`src/rtl/vpi_struct_bank_pkg.sv`:
```
// Shared types and helpers for the vpi_struct_bank storage bank.
//   state_e  : clear-sequencer states
//   idx_w()  : index width helper, max(1, $clog2(n))
//   even_par : even-parity bit of a (zero-extended) data word
package vpi_struct_bank_pkg;

    typedef enum logic {
        IDLE  = 1'b0,
        CLEAR = 1'b1
    } state_e;

    function automatic int idx_w(input int n);
        return (n > 1) ? $clog2(n) : 1;
    endfunction

    // Parity bit that makes the total number of ones (data + parity) even.
    function automatic logic even_par(input logic [31:0] d);
        return ^d;
    endfunction

endpackage

```
`src/rtl/vpi_struct_bank_clr.sv`:
```
// Clear sequencer for vpi_struct_bank.
// Walks entry index 0..DEPTH-1, one index per cycle, while the top zeroes
// that index in every channel. It also produces the registered write-ready
// flag, because writes are only accepted outside the clear sequence.
//   clk, rst_n    : clock, async active-low reset
//   i_clr_req     : start a clear (sampled in IDLE only)
//   o_busy        : high for exactly DEPTH cycles per clear
//   o_clr_active  : zero the entry at o_clr_addr this cycle
//   o_clr_addr    : entry index being cleared
//   o_wr_ready    : write accept (IDLE and out of reset)
module vpi_struct_bank_clr
    import vpi_struct_bank_pkg::*;
#(
    parameter  int DEPTH = 4,
    localparam int AW    = idx_w(DEPTH)
) (
    input  logic          clk,
    input  logic          rst_n,
    input  logic          i_clr_req,
    output logic          o_busy,
    output logic          o_clr_active,
    output logic [AW-1:0] o_clr_addr,
    output logic          o_wr_ready
);

    state_e        r_state;
    logic [AW-1:0] r_addr;
    logic          r_busy;
    logic          r_ready;

    always_ff @(posedge clk or negedge rst_n) begin
        if (!rst_n) begin
            r_state <= IDLE;
            r_addr  <= '0;
            r_busy  <= 1'b0;
            r_ready <= 1'b0;
        end else begin
            case (r_state)
                IDLE: begin
                    if (i_clr_req) begin
                        r_state <= CLEAR;
                        r_addr  <= '0;
                        r_busy  <= 1'b1;
                        r_ready <= 1'b0;
                    end else begin
                        r_ready <= 1'b1;
                    end
                end
                CLEAR: begin
                    // clr_req is ignored here; the sequence always runs to the end
                    if (r_addr == AW'(DEPTH - 1)) begin
                        r_state <= IDLE;
                        r_addr  <= '0;
                        r_busy  <= 1'b0;
                        r_ready <= 1'b1;
                    end else begin
                        r_addr  <= r_addr + AW'(1);
                    end
                end
                default: begin
                    r_state <= IDLE;
                    r_busy  <= 1'b0;
                    r_ready <= 1'b0;
                end
            endcase
        end
    end

    assign o_busy       = r_busy;
    assign o_clr_active = (r_state == CLEAR);
    assign o_clr_addr   = r_addr;
    assign o_wr_ready   = r_ready;

endmodule

```
`src/rtl/vpi_struct_bank.sv`:
```
// Multi-channel storage bank of packed-struct entries {s_field, p_field}.
// Storage r_mem is a plain unpacked array so an external VPI harness can
// read and deposit entries; a deposit behaves like any storage update.
// Optional macro PARITY_EN adds an even-parity bit per entry and a parity
// check on read responses; without it rd_par_err is tied low.
//   clk, rst_n                     : clock, async active-low reset
//   wr_valid/wr_ready/wr_chan/
//   wr_addr/wr_data                : write handshake
//   rd_valid/rd_chan/rd_addr       : read request, always accepted
//   rd_data_valid/rd_data          : registered read response (latency 1)
//   oor_err                        : pulse on out-of-range write or read
//   clr_req/busy                   : full clear request / clear in progress
//   wr_count                       : committed writes, saturating
//   rd_par_err                     : parity error on read response
module vpi_struct_bank
    import vpi_struct_bank_pkg::*;
#(
    parameter  int CHANNELS = 2,
    parameter  int DEPTH    = 4,
    parameter  int FIELD_W  = 3,
    parameter  int CNT_W    = 16,
    localparam int CW       = idx_w(CHANNELS),
    localparam int AW       = idx_w(DEPTH),
    localparam int EW       = FIELD_W + 1
) (
    input  logic             clk,
    input  logic             rst_n,
    input  logic             wr_valid,
    output logic             wr_ready,
    input  logic [CW-1:0]    wr_chan,
    input  logic [AW-1:0]    wr_addr,
    input  logic [EW-1:0]    wr_data,
    input  logic             rd_valid,
    input  logic [CW-1:0]    rd_chan,
    input  logic [AW-1:0]    rd_addr,
    output logic             rd_data_valid,
    output logic [EW-1:0]    rd_data,
    output logic             oor_err,
    input  logic             clr_req,
    output logic             busy,
    output logic [CNT_W-1:0] wr_count,
    output logic             rd_par_err
);

    typedef struct packed {
        logic               s_field;
        logic [FIELD_W-1:0] p_field;
    } entry_t;

    entry_t r_mem [CHANNELS][DEPTH];

    entry_t           r_rd_data;
    logic             r_rd_data_valid;
    logic             r_oor_err;
    logic [CNT_W-1:0] r_wr_count;

    logic          w_clr_active;
    logic [AW-1:0] w_clr_addr;
    logic          w_wr_ready;
    logic          w_wr_fire;
    logic          w_wr_oor;
    logic          w_wr_commit;
    logic          w_rd_oor;
    entry_t        w_rd_entry;

    vpi_struct_bank_clr #(.DEPTH(DEPTH)) u_clr (
        .clk          (clk),
        .rst_n        (rst_n),
        .i_clr_req    (clr_req),
        .o_busy       (busy),
        .o_clr_active (w_clr_active),
        .o_clr_addr   (w_clr_addr),
        .o_wr_ready   (w_wr_ready)
    );

    assign w_wr_fire   = wr_valid && w_wr_ready;
    assign w_wr_oor    = (32'(wr_chan) >= CHANNELS) || (32'(wr_addr) >= DEPTH);
    assign w_wr_commit = w_wr_fire && !w_wr_oor;
    assign w_rd_oor    = (32'(rd_chan) >= CHANNELS) || (32'(rd_addr) >= DEPTH);
    // Only consumed when the read is in range.
    assign w_rd_entry  = r_mem[rd_chan][rd_addr];

    // Storage. Writes and the clear never overlap (wr_ready is low during
    // CLEAR); a read in the same cycle sees the old value (read-first).
    always_ff @(posedge clk or negedge rst_n) begin
        if (!rst_n) begin
            for (int c = 0; c < CHANNELS; c++)
                for (int a = 0; a < DEPTH; a++)
                    r_mem[c][a] <= '0;
        end else begin
            if (w_wr_commit)
                r_mem[wr_chan][wr_addr] <= entry_t'(wr_data);
            if (w_clr_active)
                for (int c = 0; c < CHANNELS; c++)
                    r_mem[c][w_clr_addr] <= '0;
        end
    end

    // Read response, error pulse and write counter.
    always_ff @(posedge clk or negedge rst_n) begin
        if (!rst_n) begin
            r_rd_data_valid <= 1'b0;
            r_rd_data       <= '0;
            r_oor_err       <= 1'b0;
            r_wr_count      <= '0;
        end else begin
            r_rd_data_valid <= rd_valid;
            if (rd_valid)
                r_rd_data <= w_rd_oor ? entry_t'('0) : w_rd_entry;
            r_oor_err <= (w_wr_fire && w_wr_oor) || (rd_valid && w_rd_oor);
            if (w_wr_commit && (r_wr_count != '1))
                r_wr_count <= r_wr_count + CNT_W'(1);
        end
    end

`ifdef PARITY_EN
    logic r_par [CHANNELS][DEPTH];
    logic r_rd_par_err;

    // Zero is its own correct parity, so clear/reset just zero the bit.
    always_ff @(posedge clk or negedge rst_n) begin
        if (!rst_n) begin
            for (int c = 0; c < CHANNELS; c++)
                for (int a = 0; a < DEPTH; a++)
                    r_par[c][a] <= 1'b0;
            r_rd_par_err <= 1'b0;
        end else begin
            if (w_wr_commit)
                r_par[wr_chan][wr_addr] <= even_par(32'(wr_data));
            if (w_clr_active)
                for (int c = 0; c < CHANNELS; c++)
                    r_par[c][w_clr_addr] <= 1'b0;
            r_rd_par_err <= rd_valid && !w_rd_oor &&
                            (r_par[rd_chan][rd_addr] != even_par(32'(w_rd_entry)));
        end
    end

    assign rd_par_err = r_rd_par_err;
`else
    assign rd_par_err = 1'b0;
`endif

    assign wr_ready      = w_wr_ready;
    assign rd_data_valid = r_rd_data_valid;
    assign rd_data       = r_rd_data;
    assign oor_err       = r_oor_err;
    assign wr_count      = r_wr_count;

endmodule

```
`config.mk`:
```
export PLATFORM = sky130hd
export DESIGN_NAME = vpi_struct_bank
export DESIGN_NICKNAME = d
export VERILOG_FILES = /design/src/rtl/vpi_struct_bank_pkg.sv /design/src/rtl/vpi_struct_bank_clr.sv /design/src/rtl/vpi_struct_bank.sv
export SDC_FILE = /design/constraint.sdc
export NUM_CORES = 1
export LEC_CHECK = 0
export CORE_ASPECT_RATIO = 0.6
export CORE_MARGIN = 5
export CORE_UTILIZATION = 50
export CTS_CLUSTER_SIZE = 30
export DETAILED_ROUTE_END_ITERATION = 8
export GPL_TIMING_DRIVEN = 1
export PLACE_DENSITY_LB_ADDON = 0.1
export SYNTH_ARGS = -nofsm -noshare
export SYNTH_HDL_FRONTEND = slang
export SYNTH_HIERARCHICAL = 1
export SYNTH_SLANG_ARGS = --single-unit
```
`constraint.sdc`:
```
create_clock -name clk -period 2.3 [get_ports clk]
set_input_delay 0.345 -clock clk [delete_from_list [all_inputs] [get_ports clk]]
set_output_delay 0.345 -clock clk [all_outputs]
set_load 0.03 [all_outputs]
```
# Word-level counts from Yosys, hierarchy flattened
# Index checks and enable logic that the tools add are counted.
# word_totals
out_inout_bits	25
elab_cells	80
reg_bits	58
# op_classes
n_mux	27
magnitude_cmp	8
n_bitwise	9
reduce_logical	6
eq_ne	4
n_addsub	2
# op_table
cell	count
two-way mux 16 bit	4
two-way mux 32 bit	2
AND 16 bit	2
bitwise mux 32 bit	1
adder 16 x 1 -> 16 bit, second input constant	1
demux 16 bit (select 1 bit)	1
demux 4 bit (select 2 bit)	2
two-way mux 4 bit	4
!= test 16 bit, second input constant	1
inverter 16 bit	1
>= comparator 3 bit, second input constant	3
inverter 2 -> 3 bit	3
binary-select mux 4 bit (select 2 bit)	1
less-than comparator 3 x 1 -> 1 bit, second input constant	2
two-way mux 1 bit	6
one-hot mux 1 bit (2 select lines)	3
logical AND 1 bit	5
>= comparator 2 bit, second input constant	2
two-way mux 2 bit	2
!= test 2 bit, second input constant	2
inverter 1 -> 2 bit	2
one-hot mux 2 bit (2 select lines)	1
adder 2 x 1 -> 2 bit, second input constant	1
equality test 2 bit, second input constant	1
3 further kinds	3

# Longest topological paths before layout
# logic_depth
ltp_word	11
depth_mapped	6
mapped_depth_nobuf	5

# By module
# Netlist, hierarchy kept.
# by_module_without_submodules
module	seq_area_each_um2	area_per_inst_um2	instances	cells_each
vpi_struct_bank	1326.3	2610.0	1	247
vpi_struct_bank_clr	125.1	203.9	1	17

# Worst setup path before layout
# OpenSTA, ideal clock, no wires.
# synth_path
kind	register to register
from	reg r_wr_count[0], in the netlist wr_count[0]
to	reg r_wr_count[1], in the netlist wr_count[1]
required_time_ns	2.172
period_less_slack_ns	2.092
path_stages_with_launch	7
setup_ns	0.128
setup_slack_ns	0.208
t_arrival_ns	1.964
cell_sequence	dfrtp_1 -> ha_1 -> nand4_1 -> or4_1 -> buf_2 -> nand2_1 -> mux2_1
# synth_between
elab_chain_len	2
word_cells_on_any_way	3
# synth_lines
element	line_no	text
from (decl)	vpi_struct_bank.sv:55	logic [CNT_W-1:0] r_wr_count;
from (signal assigned)	vpi_struct_bank.sv:112	r_wr_count <= r_wr_count + CNT_W'(1);
branches (longest 2 deep; another with adder 16 x 1 -> 16 bit)	-	
# Parallel ways; which one is timed is not known.
# A chain may end at the register's enable or synchronous reset.

# Worst setup path in the final report
# Same ends and word-level chain as after synthesis.

==> impl_metrics.toml <==
[run_status]
status = "complete, no violations"

[clock_tree]
cts_sinks = 58
cts_tree = "yes"
cts_max_level = 3
clkTransAtPathRegs_ns = 0.06
clk_latency_ns = 0.34
cts_buffers = 9
root_buffer = "clkbuf_8"
clk_path_buf_depth = 2
holdBufCountCts = 0
cts_resized = 0
post_cts_buffers = 0

[global_routing]
antenna_found_initial = 0
track_usage = 0.2036
grt_overflow = 0
grt_pass1_wl_um = 10900
grt_max_degree = 59
grt_pass1_vias = 2081

[synth]
async_reset_ff_frac = 1.000
syn_avg_cell_area_um2 = 10.66
yosys.area.top_type = "dfrtp_1"
synth_edf_count = 0
yosysSeqAreaShare = 0.5158
syn_inst = 264
synth_area_leaders = "dfrtp_1 (52%), mux2i_1 (8.9%), mux4_2 (6.4%), nor2_1 (4.8%), a21oi_1 (3.4%)"
ys_ff_latch = 58
synth_flop_cell = "dfrtp_1"
ys.warnings.count = 6
synth.top_cell.area_share = 0.5158
synth_cell_types = 39
syn-cell-area_um2 = 2814
synth_most_common_cell = "dfrtp_1"
synthTopCellsByCount = "dfrtp_1 (58), nor2_1 (36), mux2i_1 (25)"

[sta]
finalHoldViolCount = 0
min_period_over_period = 0.9121
whs_ns = 0.1462
setup_violations = 0
rsz0062_at_grt = "no"
setup_tns_ns = 0
slew_violations = 0
max_slew_margin = 0.5124
finClkSkew_ns = 0.006465
worst_pin_slew_ns = 0.7314
fin_crit_ns = 2.098
fmax_mhz = 476.7

[critical_path]
cp_top_family = "simple AND/OR/NAND/NOR gates"
worstPathCellList = "ha_1 > nand4_1 > or4_1 > nand2_1 > mux2_1"
crit_arrival_ns = 2.32
r2r_slack_ns = 0.20
reg2reg_depth = 5
worstSetupEndpointType = "flip-flop"
cpPeakStageDelay_ns = 0.60
crit_type = "flip-flop to flip-flop"
worstPathRequired_ns = 2.52
cpMaxStageDelayCell = "or4_1"
path_buf_inv = 0
r2r-end = "wr_count[1]$_DFFE_PN0P_"
worstSetupStartpointType = "flip-flop"
crit_path_max_fanout = 7
reg2reg_from = "wr_count[0]$_DFFE_PN0P_"

[detailed_routing]
num_vias = 2154
via_per_inst = 5.683
drc_errors = 0
drt-total-wl_um = 6725
routedWlPerCell_um = 17.74
first_pass_iters = 4
ant_nets = 0
drt_iter0_markers = 115

[power]
ir_worst_vdd_mv = 0.7132
power_density_nw_per_um2 = 1067
power_leakage_nw = 1.525

[floorplanning]
core-area_um2 = 5518
die_x_um = 106.9
ios = 40
dieArea_um2 = 7278
die_h_um = 68.11
initial_utilization = 0.5100
num_rows = 21

[final_layout]
antennaDiodeCount = 0
fin_nets = 322
layout-drive-gt1-share = 0.1226
syn_to_final_growth_pct = 21.70

[run]
drv_cap = 0

[min_path]
hp-class = "input port to asynchronous set/reset pin"

[placed_design]
portBuffers = 37
gp_congestion = 0.8385
dp_hpwl_um = 4925
[worst max path at each step]
stage                            start                       to  depth (start not counted)
2_1_floorplan  wr_count[0]$_DFFE_PN0P_  wr_count[1]$_DFFE_PN0P_                          6
3_3_place_gp   wr_count[0]$_DFFE_PN0P_  wr_count[1]$_DFFE_PN0P_                          5
3_5_place_dp   wr_count[0]$_DFFE_PN0P_  wr_count[1]$_DFFE_PN0P_                          5
4_1_cts        wr_count[0]$_DFFE_PN0P_  wr_count[1]$_DFFE_PN0P_                          5
5_1_grt        wr_count[0]$_DFFE_PN0P_  wr_count[1]$_DFFE_PN0P_                          5
6_report       wr_count[0]$_DFFE_PN0P_  wr_count[1]$_DFFE_PN0P_                          5
[metrics by stage]
stage | power, mW | util | area [um2] | cells | setup WS [ns]
5_1_grt | 3.878 | 0.6206 | 3425 | 379 | 0.06855
6_report | 3.653 | 0.6206 | 3425 | 379 | 0.2022
3_5_place_dp | 2.861 | 0.5909 | 3261 | 363 | 0.2110
4_1_cts | 3.675 | 0.6206 | 3425 | 379 | 0.2034
3_3_place_gp | 2.834 | 0.5909 | 3261 | 363 | 0.2193
2_1_floorplan | 2.361 | - | 2818 | 265 | 0.2083
[worst register-to-register path: cells and delay by family (launching register included)]
family | cells | cell delay [ns]
adder cells (fa/ha/maj) | 1 | 0.26
flip-flops | 1 | 0.42
multiplexers | 1 | 0.33
AND/OR/NAND/NOR | 3 | 0.99
[layout by cell type, fill, tap and decap left out, types with 2 or more instances in the layout]
master           Yosys  routed
mux2_1               2       2
inv_1                5       5
and3_1               3       3
nand3_1              9       9
clkbuf_1            10       3
mux4_2               8       8
o21a_1               3       3
nor3_2               3       3
a21oi_1             19      19
nand2b_1             4       4
xnor2_1              8       8
mux2i_1             25      25
conb_1               1       2
nor2_1              36      36
or4_1                2       2
clkbuf_8             0      10
dfrtp_1             58      58
nand4_1              7       7
clkinv_2             0       3
clkdlybuf4s50_1      0      36
buf_4                2       8
nor3_1               2       2
o21ai_0             13      13
ha_1                 2       2
nand2_1             23      23
[cell families (layout without fill, tap and decap cells)]
logic type | count (synthesis) | in the layout | synth area share
AO/OA/AOI/OAI | 40 | 40 | 0.08182
XOR/XNOR | 8 | 8 | 0.02490
adder cells (fa/ha/maj) | 2 | 2 | 0.008891
buffers and inverters | 21 | 66 | 0.03112
flip-flops | 58 | 58 | 0.5158
multiplexers | 35 | 35 | 0.1610
other | 1 | 2 | 0.001333
AND/OR/NAND/NOR | 99 | 99 | 0.1752
[sequential cells by signal, indices dropped and copies added, names as in the netlist]
signal and flops:
rd_data_valid 1, u_clr/o_clr_active 1, u_clr/o_wr_ready 1, u_clr/o_busy 1
r_mem 32, rd_data 4, wr_count 16, u_clr/o_clr_addr 2
[per-layer routing]
metal	vias up	global-route usage	wire, um
met2	61	0.2696	2705
met1	1072	0.3094	3433
met3	11	0.07069	493
met4	0	0.06220	93
li1	1010	-	-
met5	-	0	0
[cell type report]
cell class                      count  area, um2
Tap cell                           69      86.33
Fill cell                         478       2093
Sequential cell                    58       1451
Timing Repair Buffer               45      425.4
Multi-Input combinational cell    186       1279
Inverter                            5      18.77
Clock buffer                       13      148.9
Clock inverter                      3      15.01
[power by group]
| part | switching [mW] | leakage, nW | total (mW) | internal (mW) |
|---|---|---|---|---|
| combinational | 0.650 | 0.689 | 1.20 | 0.550 |
| sequential | 0.324 | 0.750 | 1.66 | 1.33 |
| clock | 0.381 | 0.0872 | 0.796 | 0.415 |
(Power assumes the default switching activity.)
